[config.mk]
export PLATFORM = sky130hd
export DESIGN_NAME = fetch_controller
export DESIGN_NICKNAME = d
export VERILOG_FILES = /design/src/rtl/fetch_controller.sv
export SDC_FILE = /design/constraint.sdc
export NUM_CORES = 1
export LEC_CHECK = 0
export ABC_AREA = 1
export BUFFER_PORTS_ARGS = -buffer_cell sky130_fd_sc_hd__buf_2
export CAP_MARGIN = 15
export CORE_ASPECT_RATIO = 1.5
export CORE_MARGIN = 1.5
export CORE_UTILIZATION = 55
export CTS_CLUSTER_SIZE = 25
export DETAILED_ROUTE_END_ITERATION = 10
export GPL_TIMING_DRIVEN = 0
export HOLD_SLACK_MARGIN = 0.06
export PLACE_DENSITY_LB_ADDON = 0.12
export SYNTH_ARGS = -nofsm -noshare
export SYNTH_HDL_FRONTEND = slang
export SYNTH_SLANG_ARGS = --single-unit
[constraint.sdc]
create_clock -name clk -period 2.6 [get_ports clk]
set_input_delay 0.26 -clock clk [delete_from_list [all_inputs] [get_ports clk]]
set_output_delay 0.26 -clock clk [all_outputs]
set_load 0.02 [all_outputs]
[src/rtl/fetch_controller.sv]
// Instruction-fetch sequencer for a req/ready instruction memory with one outstanding request.
// It holds the returned word while IF/ID is stalled, redirects on branch, and drops fetches a branch has made stale.
module fetch_controller #(
    parameter int LEN_ADDRESS     = 32,
    parameter int LEN_INSTRUCTION = 32,
    parameter int TIMEOUT_CYCLES  = 64,
    parameter int COUNT_WIDTH     = 8
) (
    input  logic                       clk,
    input  logic                       rst,
    input  logic                       stall_in,
    input  logic                       is_branch,
    input  logic [LEN_ADDRESS-1:0]     branch_address,
    output logic                       mem_req,
    output logic [LEN_ADDRESS-1:0]     mem_addr,
    input  logic                       mem_ready,
    input  logic [LEN_INSTRUCTION-1:0] mem_rdata,
    output logic                       if_valid,
    output logic [LEN_INSTRUCTION-1:0] if_instruction,
    output logic [LEN_ADDRESS-1:0]     if_pc,
    output logic                       fetch_error,
    output logic [1:0]                 dbg_state
);

    typedef enum logic [1:0] {
        S_IDLE    = 2'd0,
        S_FETCH   = 2'd1,
        S_HOLD    = 2'd2,
        S_DISCARD = 2'd3
    } state_t;

    localparam logic [COUNT_WIDTH-1:0] TIMEOUT_LIMIT = COUNT_WIDTH'(TIMEOUT_CYCLES);

    state_t                     r_state;
    logic [LEN_ADDRESS-1:0]     r_fetch_addr;
    logic [LEN_ADDRESS-1:0]     r_mem_addr;
    logic [LEN_INSTRUCTION-1:0] r_hold_buf;
    logic                       r_if_valid;
    logic [LEN_INSTRUCTION-1:0] r_if_instruction;
    logic [LEN_ADDRESS-1:0]     r_if_pc;
    logic                       r_fetch_error;
    logic [COUNT_WIDTH-1:0]     r_timeout_cnt;

    state_t                     w_state_nxt;
    logic [LEN_ADDRESS-1:0]     w_fetch_addr_nxt;
    logic [LEN_ADDRESS-1:0]     w_mem_addr_nxt;
    logic [LEN_INSTRUCTION-1:0] w_hold_buf_nxt;
    logic                       w_if_valid_nxt;
    logic [LEN_INSTRUCTION-1:0] w_if_instruction_nxt;
    logic [LEN_ADDRESS-1:0]     w_if_pc_nxt;
    logic [COUNT_WIDTH-1:0]     w_timeout_cnt_nxt;
    logic [LEN_ADDRESS-1:0]     w_addr_plus4;
    logic                       w_mem_req;
    logic                       w_complete;
    logic                       w_waiting;

    // State register and registered datapath.
    always_ff @(posedge clk) begin
        if (rst) begin
            r_state          <= S_IDLE;
            r_fetch_addr     <= '0;
            r_mem_addr       <= '0;
            r_hold_buf       <= '0;
            r_if_valid       <= 1'b0;
            r_if_instruction <= '0;
            r_if_pc          <= '0;
            r_fetch_error    <= 1'b0;
            r_timeout_cnt    <= '0;
        end else begin
            r_state          <= w_state_nxt;
            r_fetch_addr     <= w_fetch_addr_nxt;
            r_mem_addr       <= w_mem_addr_nxt;
            r_hold_buf       <= w_hold_buf_nxt;
            r_if_valid       <= w_if_valid_nxt;
            r_if_instruction <= w_if_instruction_nxt;
            r_if_pc          <= w_if_pc_nxt;
            r_timeout_cnt    <= w_timeout_cnt_nxt;
            r_fetch_error    <= r_fetch_error | (w_timeout_cnt_nxt == TIMEOUT_LIMIT);
        end
    end

    assign w_addr_plus4 = r_fetch_addr + LEN_ADDRESS'(4);
    assign w_complete   = w_mem_req & mem_ready;
    assign w_waiting    = w_mem_req & ~mem_ready;

    // Next-state and next-datapath decode; is_branch outranks every other input.
    always_comb begin
        w_state_nxt          = r_state;
        w_fetch_addr_nxt     = r_fetch_addr;
        w_mem_addr_nxt       = r_mem_addr;
        w_hold_buf_nxt       = r_hold_buf;
        w_if_valid_nxt       = r_if_valid;
        w_if_instruction_nxt = r_if_instruction;
        w_if_pc_nxt          = r_if_pc;
        unique case (r_state)
            S_IDLE: begin
                w_state_nxt = S_FETCH;
                if (is_branch) begin
                    w_fetch_addr_nxt = branch_address;
                    w_mem_addr_nxt   = branch_address;
                end else begin
                    w_mem_addr_nxt   = r_fetch_addr;
                end
            end
            S_FETCH: begin
                if (is_branch) begin
                    w_fetch_addr_nxt = branch_address;
                    if (mem_ready) w_mem_addr_nxt = branch_address;
                    else           w_state_nxt    = S_DISCARD;
                end else if (mem_ready && !stall_in) begin
                    w_if_valid_nxt       = 1'b1;
                    w_if_instruction_nxt = mem_rdata;
                    w_if_pc_nxt          = w_addr_plus4;
                    w_fetch_addr_nxt     = w_addr_plus4;
                    w_mem_addr_nxt       = w_addr_plus4;
                end else if (mem_ready) begin
                    w_hold_buf_nxt = mem_rdata;
                    w_state_nxt    = S_HOLD;
                end else if (!stall_in) begin
                    w_if_valid_nxt = 1'b0;
                end
            end
            S_HOLD: begin
                if (is_branch) begin
                    w_fetch_addr_nxt = branch_address;
                    w_mem_addr_nxt   = branch_address;
                    w_state_nxt      = S_FETCH;
                end else if (!stall_in) begin
                    w_if_valid_nxt       = 1'b1;
                    w_if_instruction_nxt = r_hold_buf;
                    w_if_pc_nxt          = w_addr_plus4;
                    w_fetch_addr_nxt     = w_addr_plus4;
                    w_mem_addr_nxt       = w_addr_plus4;
                    w_state_nxt          = S_FETCH;
                end
            end
            S_DISCARD: begin
                if (is_branch) w_fetch_addr_nxt = branch_address;
                if (!stall_in) w_if_valid_nxt = 1'b0;
                if (mem_ready) begin
                    w_state_nxt    = S_FETCH;
                    w_mem_addr_nxt = is_branch ? branch_address : r_fetch_addr;
                end
            end
            default: w_state_nxt = S_IDLE;
        endcase
        if (is_branch) w_if_valid_nxt = 1'b0;

        // Wait counter saturates at the limit; the error flag is sticky.
        w_timeout_cnt_nxt = r_timeout_cnt;
        if (r_state == S_IDLE || w_complete) w_timeout_cnt_nxt = '0;
        else if (w_waiting && r_timeout_cnt != TIMEOUT_LIMIT)
            w_timeout_cnt_nxt = r_timeout_cnt + 1'b1;
    end

    // Output decode.
    always_comb begin
        w_mem_req = (r_state == S_FETCH) || (r_state == S_DISCARD);
    end

    assign mem_req        = w_mem_req;
    assign mem_addr       = r_mem_addr;
    assign if_valid       = r_if_valid;
    assign if_instruction = r_if_instruction;
    assign if_pc          = r_if_pc;
    assign fetch_error    = r_fetch_error;
    assign dbg_state      = r_state;

endmodule
==> flow_summary.toml, run 1 <==
[routing]
first_iter_violations = 520
wirelength_um = 25100
ant_nets = 0
dr.pass1.iters = 5
viasPerCell = 5.40
wl_per_cell_um = 16.2
vias = 8360
drc = 0

[pwr]
clkPwrFrac_pct = 35.4
pwr-share-seq_pct = 42.7
intPower_uw = 4710
combPwrFrac_pct = 21.9
powerDensity_mw_per_mm2 = 746
leakagePower_uw = 0.00463
switchingPower_uw = 2540
power_uw = 7250
switching_share_pct = 35.0
peakVddDrop_mv = 0.454

[cells_and_area]
nNetsFinal = 1420
drive_above_1_share_pct = 18.1
final_cell_mix = "237 x nand2_1, 185 x buf_2, 173 x nor2_1"
fin_util_pct = 68.8
fillCellCount = 1300
antenna_cells = 0
syn_to_final_growth_pct = 20.9
final_common_cell = "nand2_1"

[synth]
synth_top_area_share_pct = 42.8
synth_top_cell_by_area = "dfxtp_1"
synth_area_per_cell_um2 = 6.95
ys_warn_count = 0
ys_seq_area_share_pct = 42.8
ys.flop_type = "dfxtp_1"
synth_edf_count = 0
ys_ff_latch = 172
synth.area.top_cells = "dfxtp_1 43%, nand2_1 11%, o21ai_0 10%"
synth.net_count = 1233
netlist_area_mm2 = 0.00804
ys_async_sr_fraction_pct = 0
synth_cell_type_count = 36
syn_inst = 1157

[clocking]
cts-root-buf = "clkbuf_16"
cts_tree = "built"
cts.clk_slew.worst_paths_ps = 70
cts_setup_buffers = 0
cts_sinks = 172
ctsResizeCount = 0
h-tree-depth = 4
clock_latency_ps = 430
clockBufferDepth = 2
cts_buffers = 17
ctsHoldBuffers = 0

[setup_path]
criticalPathCategory = "flop to flop"
start_kind = "flop"
crit_arrival_ps = 2770
r2r_slack_ps = 130
worstPathRequired_ps = 2900
endpoint_kind = "flop"
critPathMaxFanout = 10
crit_chain = "inv_1 -> ha_1 -> buf_2 -> inv_2 -> nor2_2 -> inv_2 -> o21ai_0 -> a21oi_1"
cp_slowest_stage_delay_ps = 490
path_delay_family = "buffers and inverters"
worst_path_most_repeated_cell = "inv_2"
cp_num_buf_inv = 4
slowest_stage = "nor2_2"

[sta]
setup_viol = 0
hold_ws_ps = 91.4
finalCritPeriodShare_pct = 94.9
max_slew.worst_pin.slew_ps = 794
finalSetupTns_ps = 0
slew_headroom_pct = 47.1
fmax_mhz = 405
rsz0062_at_grt = "false"
hold_viol = 0
slew_violations = 0
fin_crit_ps = 2470
fin_skew_ps = 9.98

[run]
maxCapViolations = 0

[status]
status = "finished, final reports clean"

[global_routing]
grt_pass1_vias = 7721
grt_max_degree = 20
grt_antenna_before_repair = 0
grt-ovfl-total = 0
grtUsageTotal_pct = 32.9
grt_pass1_wl_um = 38800

[floorplan]
die_h_um = 151
fp-row-count = 53
design.die.area_mm2 = 0.0154
initial_utilization_pct = 56.9
core_mm2 = 0.0141
pin_count = 170
die-width_um = 102

[placed_design]
hpwl_um = 18900
place.gp.congestion = 0.990
port_buffers = 168

[min_path]
hp-class = "input pin to flop"
-- area by class of cell --
cell class	count	area, µm²	share of cell area, %
Multi-Input combinational cell	814	3910	40.2
Sequential cell	172	3440	35.4
Timing Repair Buffer	168	841	8.66
Clock buffer	17	425	4.38
Inverter	105	394	4.06
Buffer	66	293	3.01
Tap cell	192	240	2.47
Clock inverter	15	170	1.75
-- flip-flops by register name, indices dropped and copies added (netlist names), named ones only --
| signal | cells |
|---|---|
| r_timeout_cnt | 8 |
| if_pc | 32 |
| mem_addr | 32 |
| r_hold_buf | 32 |
| r_fetch_addr | 32 |
| dbg_state | 2 |
| if_instruction | 32 |
| fetch_error | 1 |
-- synth_stat cells (2+ instances only) --
library cell / instances
nand4_1: 5
nand3b_1: 2
nor3_1: 8
dfxtp_1: 172
buf_4: 4
o211ai_1: 15
a31oi_1: 33
buf_2: 17
a21oi_1: 74
nor2_4: 5
nor2_1: 173
a21oi_4: 2
nand2_2: 2
o21ai_2: 2
mux2i_1: 3
o2bb2ai_1: 2
buf_1: 5
o31ai_1: 4
nand2_1: 237
ha_1: 7
nand3_2: 2
nor2_2: 3
a211oi_1: 3
inv_2: 6
clkbuf_1: 38
xnor2_1: 5
xor2_1: 15
o21ai_1: 3
o21ai_0: 164
inv_1: 99
nand3_1: 42
-- routing by layer --
metal	global-route usage, %	part of all wire, %	up-vias
met5	0	0	-
met4	19.4	5.5	0
met3	5.03	6.6	85
met2	57.8	49	330
met1	37.2	39	3787
li1	-	-	4158
-- power by group through the flow --
stage	clock, µW	sequential, µW	combinational (µW)
global placement	0	3140	1550
CTS	2580	3090	1580
detailed placement	0	3140	1570
finish	2570	3090	1590
global route	2690	3120	1750
floorplan	0	3340	802
-- cell families (layout without fill, tap and decap cells) --
| group | count (synthesis) | in the layout | share of synthesized area [%] |
|---|---|---|---|
| and+or+nand+nor | 481 | 481 | 24.4 |
| AOI/OAI and AO/OA | 303 | 303 | 20.6 |
| DFF | 172 | 172 | 42.8 |
| buffers and inverters | 171 | 371 | 8.55 |
| xor gates and xnor gates | 20 | 20 | 2.18 |
| adders and majority gates | 7 | 7 | 1.09 |
| muxes | 3 | 3 | 0.374 |
-- worst reg2reg max path, delay by kind of cell, from the launching register on --
kind                     cells  cell delay, ps
buffers and inverters        4             700
AND/OR/NAND/NOR              1             490
AO/OA/AOI/OAI                2             450
flip-flops                   1             420
adder cells (fa/ha/maj)      1             290
-- worst paths after layout --
check | startpoint | to | cells past startpoint
max | dbg_state[0] | r_fetch_addr[28] | 8
max reg2reg | dbg_state[0] | r_fetch_addr[28] | 8
min | mem_rdata[19] | r_hold_buf[19] | 3
min reg2reg | fetch_error | fetch_error | 2
-- per-stage QoR --
stage | instance area (µm²) | worst slack [ps] | instances
floorplan | 8040 | 605 | 1157
global placement | 9120 | 246 | 1517
detailed placement | 9120 | 242 | 1517
CTS | 9710 | 227 | 1549
global route | 9710 | 65.1 | 1549
finish | 9710 | 132 | 1549
Note: power is estimated with default switching activity, not from simulation.
==> run 2, diff against run 1 <==
--- a/config.mk
+++ b/config.mk
@@ -5,7 +5,7 @@
 export SDC_FILE = /design/constraint.sdc
 export NUM_CORES = 1
 export LEC_CHECK = 0
-export ABC_AREA = 1
+export ABC_AREA = 0
 export BUFFER_PORTS_ARGS = -buffer_cell sky130_fd_sc_hd__buf_2
 export CAP_MARGIN = 15
 export CORE_ASPECT_RATIO = 1.5
==> flow_summary.toml, run 2 <==
[pwr]
clkPwrFrac_pct = 39.2
switchingPower_uw = 2050
leakagePower_uw = 0.00404
combPwrFrac_pct = 17.8
pwr-share-seq_pct = 43.0
intPower_uw = 4670
switching_share_pct = 30.5
peakVddDrop_mv = 0.402
powerDensity_mw_per_mm2 = 658

[cells_and_area]
final_common_cell = "buf_2"
final_cell_mix = "191 x buf_2, 171 x dfxtp_1, 123 x nand2_1"
final_area_mm2 = 0.0102
antenna_cells = 0
nNetsFinal = 1258
syn_to_final_growth_pct = 20.5
fillCellCount = 1327
drive_above_1_share_pct = 22.5
seq_area_mm2 = 0.00344
multiInputGateArea_mm2 = 0.00459

[routing]
vias = 7963
viasPerCell = 5.71
wirelength_um = 24800
drc = 0
dr.pass1.iters = 5
wl_per_cell_um = 17.8
first_iter_violations = 448
ant_nets = 0

[synth]
synth_top_cell_by_area = "dfxtp_1"
netlist_area_mm2 = 0.00848
ys_top_cells_by_count = "172 x dfxtp_1, 123 x nand2_1, 87 x nor2_1"
ys_ff_latch = 172
ys_warn_count = 0
yosysMostFrequentCell = "dfxtp_1"
synth_cell_type_count = 72
synth.net_count = 1069
synth_area_per_cell_um2 = 8.54
ys_seq_area_share_pct = 40.6
synth_top_area_share_pct = 40.6
synth_edf_count = 0
ys.flop_type = "dfxtp_1"
ys_async_sr_fraction_pct = 0
syn_inst = 993
synth.area.top_cells = "dfxtp_1 41%, mux2i_1 6.3%, nand2_1 5.4%"

[floorplan]
fp-row-count = 55
pin_count = 170
design.die.area_mm2 = 0.0162
die_h_um = 155
initial_utilization_pct = 56.3
die-width_um = 104
core_mm2 = 0.0151

[global_routing]
globalRouteMet3Util_pct = 5.03
grt_antenna_before_repair = 0
met1_usage_pct = 34.8
grt_pass1_wl_um = 39300
grt_busiest_layer = "met2"
grt_pass1_vias = 7712
grt_max_degree = 18
grt-ovfl-total = 0
met2_usage_pct = 54.7
grtUsageTotal_pct = 30.8

[setup_path]
crit_arrival_ps = 2700
worstPathRequired_ps = 2870
endpoint_kind = "flop"
critPathMaxFanout = 10
criticalPathCategory = "flop to flop"
start_kind = "flop"

[clocking]
cts.clk_slew.worst_paths_ps = 70
clockBufferDepth = 2
cts_sinks = 172
ctsHoldBuffers = 0
cts-root-buf = "clkbuf_16"
cts_tree = "built"
cts_buffers = 17
clock_latency_ps = 430
h-tree-depth = 4

[run]
maxCapViolations = 0

[placed_design]
place.gp.congestion = 0.975
hpwl_um = 18800
postPlaceCellArea_mm2 = 0.00957
port_buffers = 168

[sta]
slew_violations = 0
fmax_mhz = 412
hold_ws_ps = 71.0
setup_viol = 0
max_slew.worst_pin.slew_ps = 822
hold_viol = 0
finalCritPeriodShare_pct = 93.3
fin_skew_ps = 14.6
slew_headroom_pct = 45.2
fin_crit_ps = 2430
rsz0062_at_grt = "false"

[min_path]
hp-class = "input pin to flop"

[status]
status = "finished, final reports clean"
-- run 2: logic make-up after synthesis --
kind of cell               synth area share [%]
adders and majority gates                  1.03
and+or+nand+nor                            20.3
xor gates and xnor gates                   7.85
muxes                                      6.25
AOI/OAI and AO/OA                          18.4
DFF                                        40.6
buffers and inverters                      5.56
-- run 2: through the flow --
step | std cells | setup WS [ps] | power, µW | TNS, ps | utilization [%]
2_1_floorplan | 993 | 372 | 3710 | 0 | -
3_3_place_gp | 1360 | -185 | 4110 | -7600 | 63.5
3_5_place_dp | 1360 | -235 | 4120 | -10120 | 63.5
4_1_cts | 1392 | 4.24 | 6720 | 0 | 67.5
5_1_grt | 1394 | 27.6 | 6960 | 0 | 67.8
6_report | 1394 | 173 | 6720 | 0 | 67.8
-- run 2: final timing paths --
check,startpoint,endpoint,slack [ps],cells past startpoint
worst max-delay path,dbg_state[1],if_instruction[29],170,7
worst min-delay path,mem_rdata[23],r_hold_buf[23],70,3
worst min register to register,mem_addr[8],mem_addr[8],450,2
worst max register to register,dbg_state[1],if_instruction[29],170,7
-- run 2: worst max-delay path, stage by stage (launching register included) --
cell and delay (ps):
dfxtp_1 460, ha_1 190, buf_2 220, mux2i_1 140
nor3_4 430, clkbuf_2 430, buf_2 290, a211oi_1 100
-- run 2: layout make-up --
class | instances | area share (%)
flip-flops and latches | 172 | 33.7
inverters | 13 | 0.477
plain buffers | 90 | 4.21
clock buffers | 18 | 4.20
well taps | 199 | 2.44
clock inverters | 14 | 1.71
repair buffers | 170 | 8.37
multi-input cells | 718 | 44.9
-- run 2: timing repair --
item / 4_1_cts / 5_1_grt
pin swaps: 0 / 1
resized for setup: 1 / 8
setup endpoints to repair: 55 / 84
buffers inserted: 0 / 2
-- run 2: power groups by stage --
stage	registers, µW	logic (µW)	clock network (µW)
after CTS	2890	1180	2660
after global routing	2910	1290	2770
final	2890	1200	2640
after detailed placement	2950	1180	0
after floorplan	3070	644	0
after global placement	2940	1160	0
-- run 2: per-layer routing --
| layer | up-vias | routed length (µm) |
|---|---|---|
| li1 | 3862 | - |
| met1 | 3720 | 9590 |
| met2 | 304 | 12500 |
| met3 | 77 | 1500 |
| met4 | 0 | 1170 |
| met5 | - | 0 |
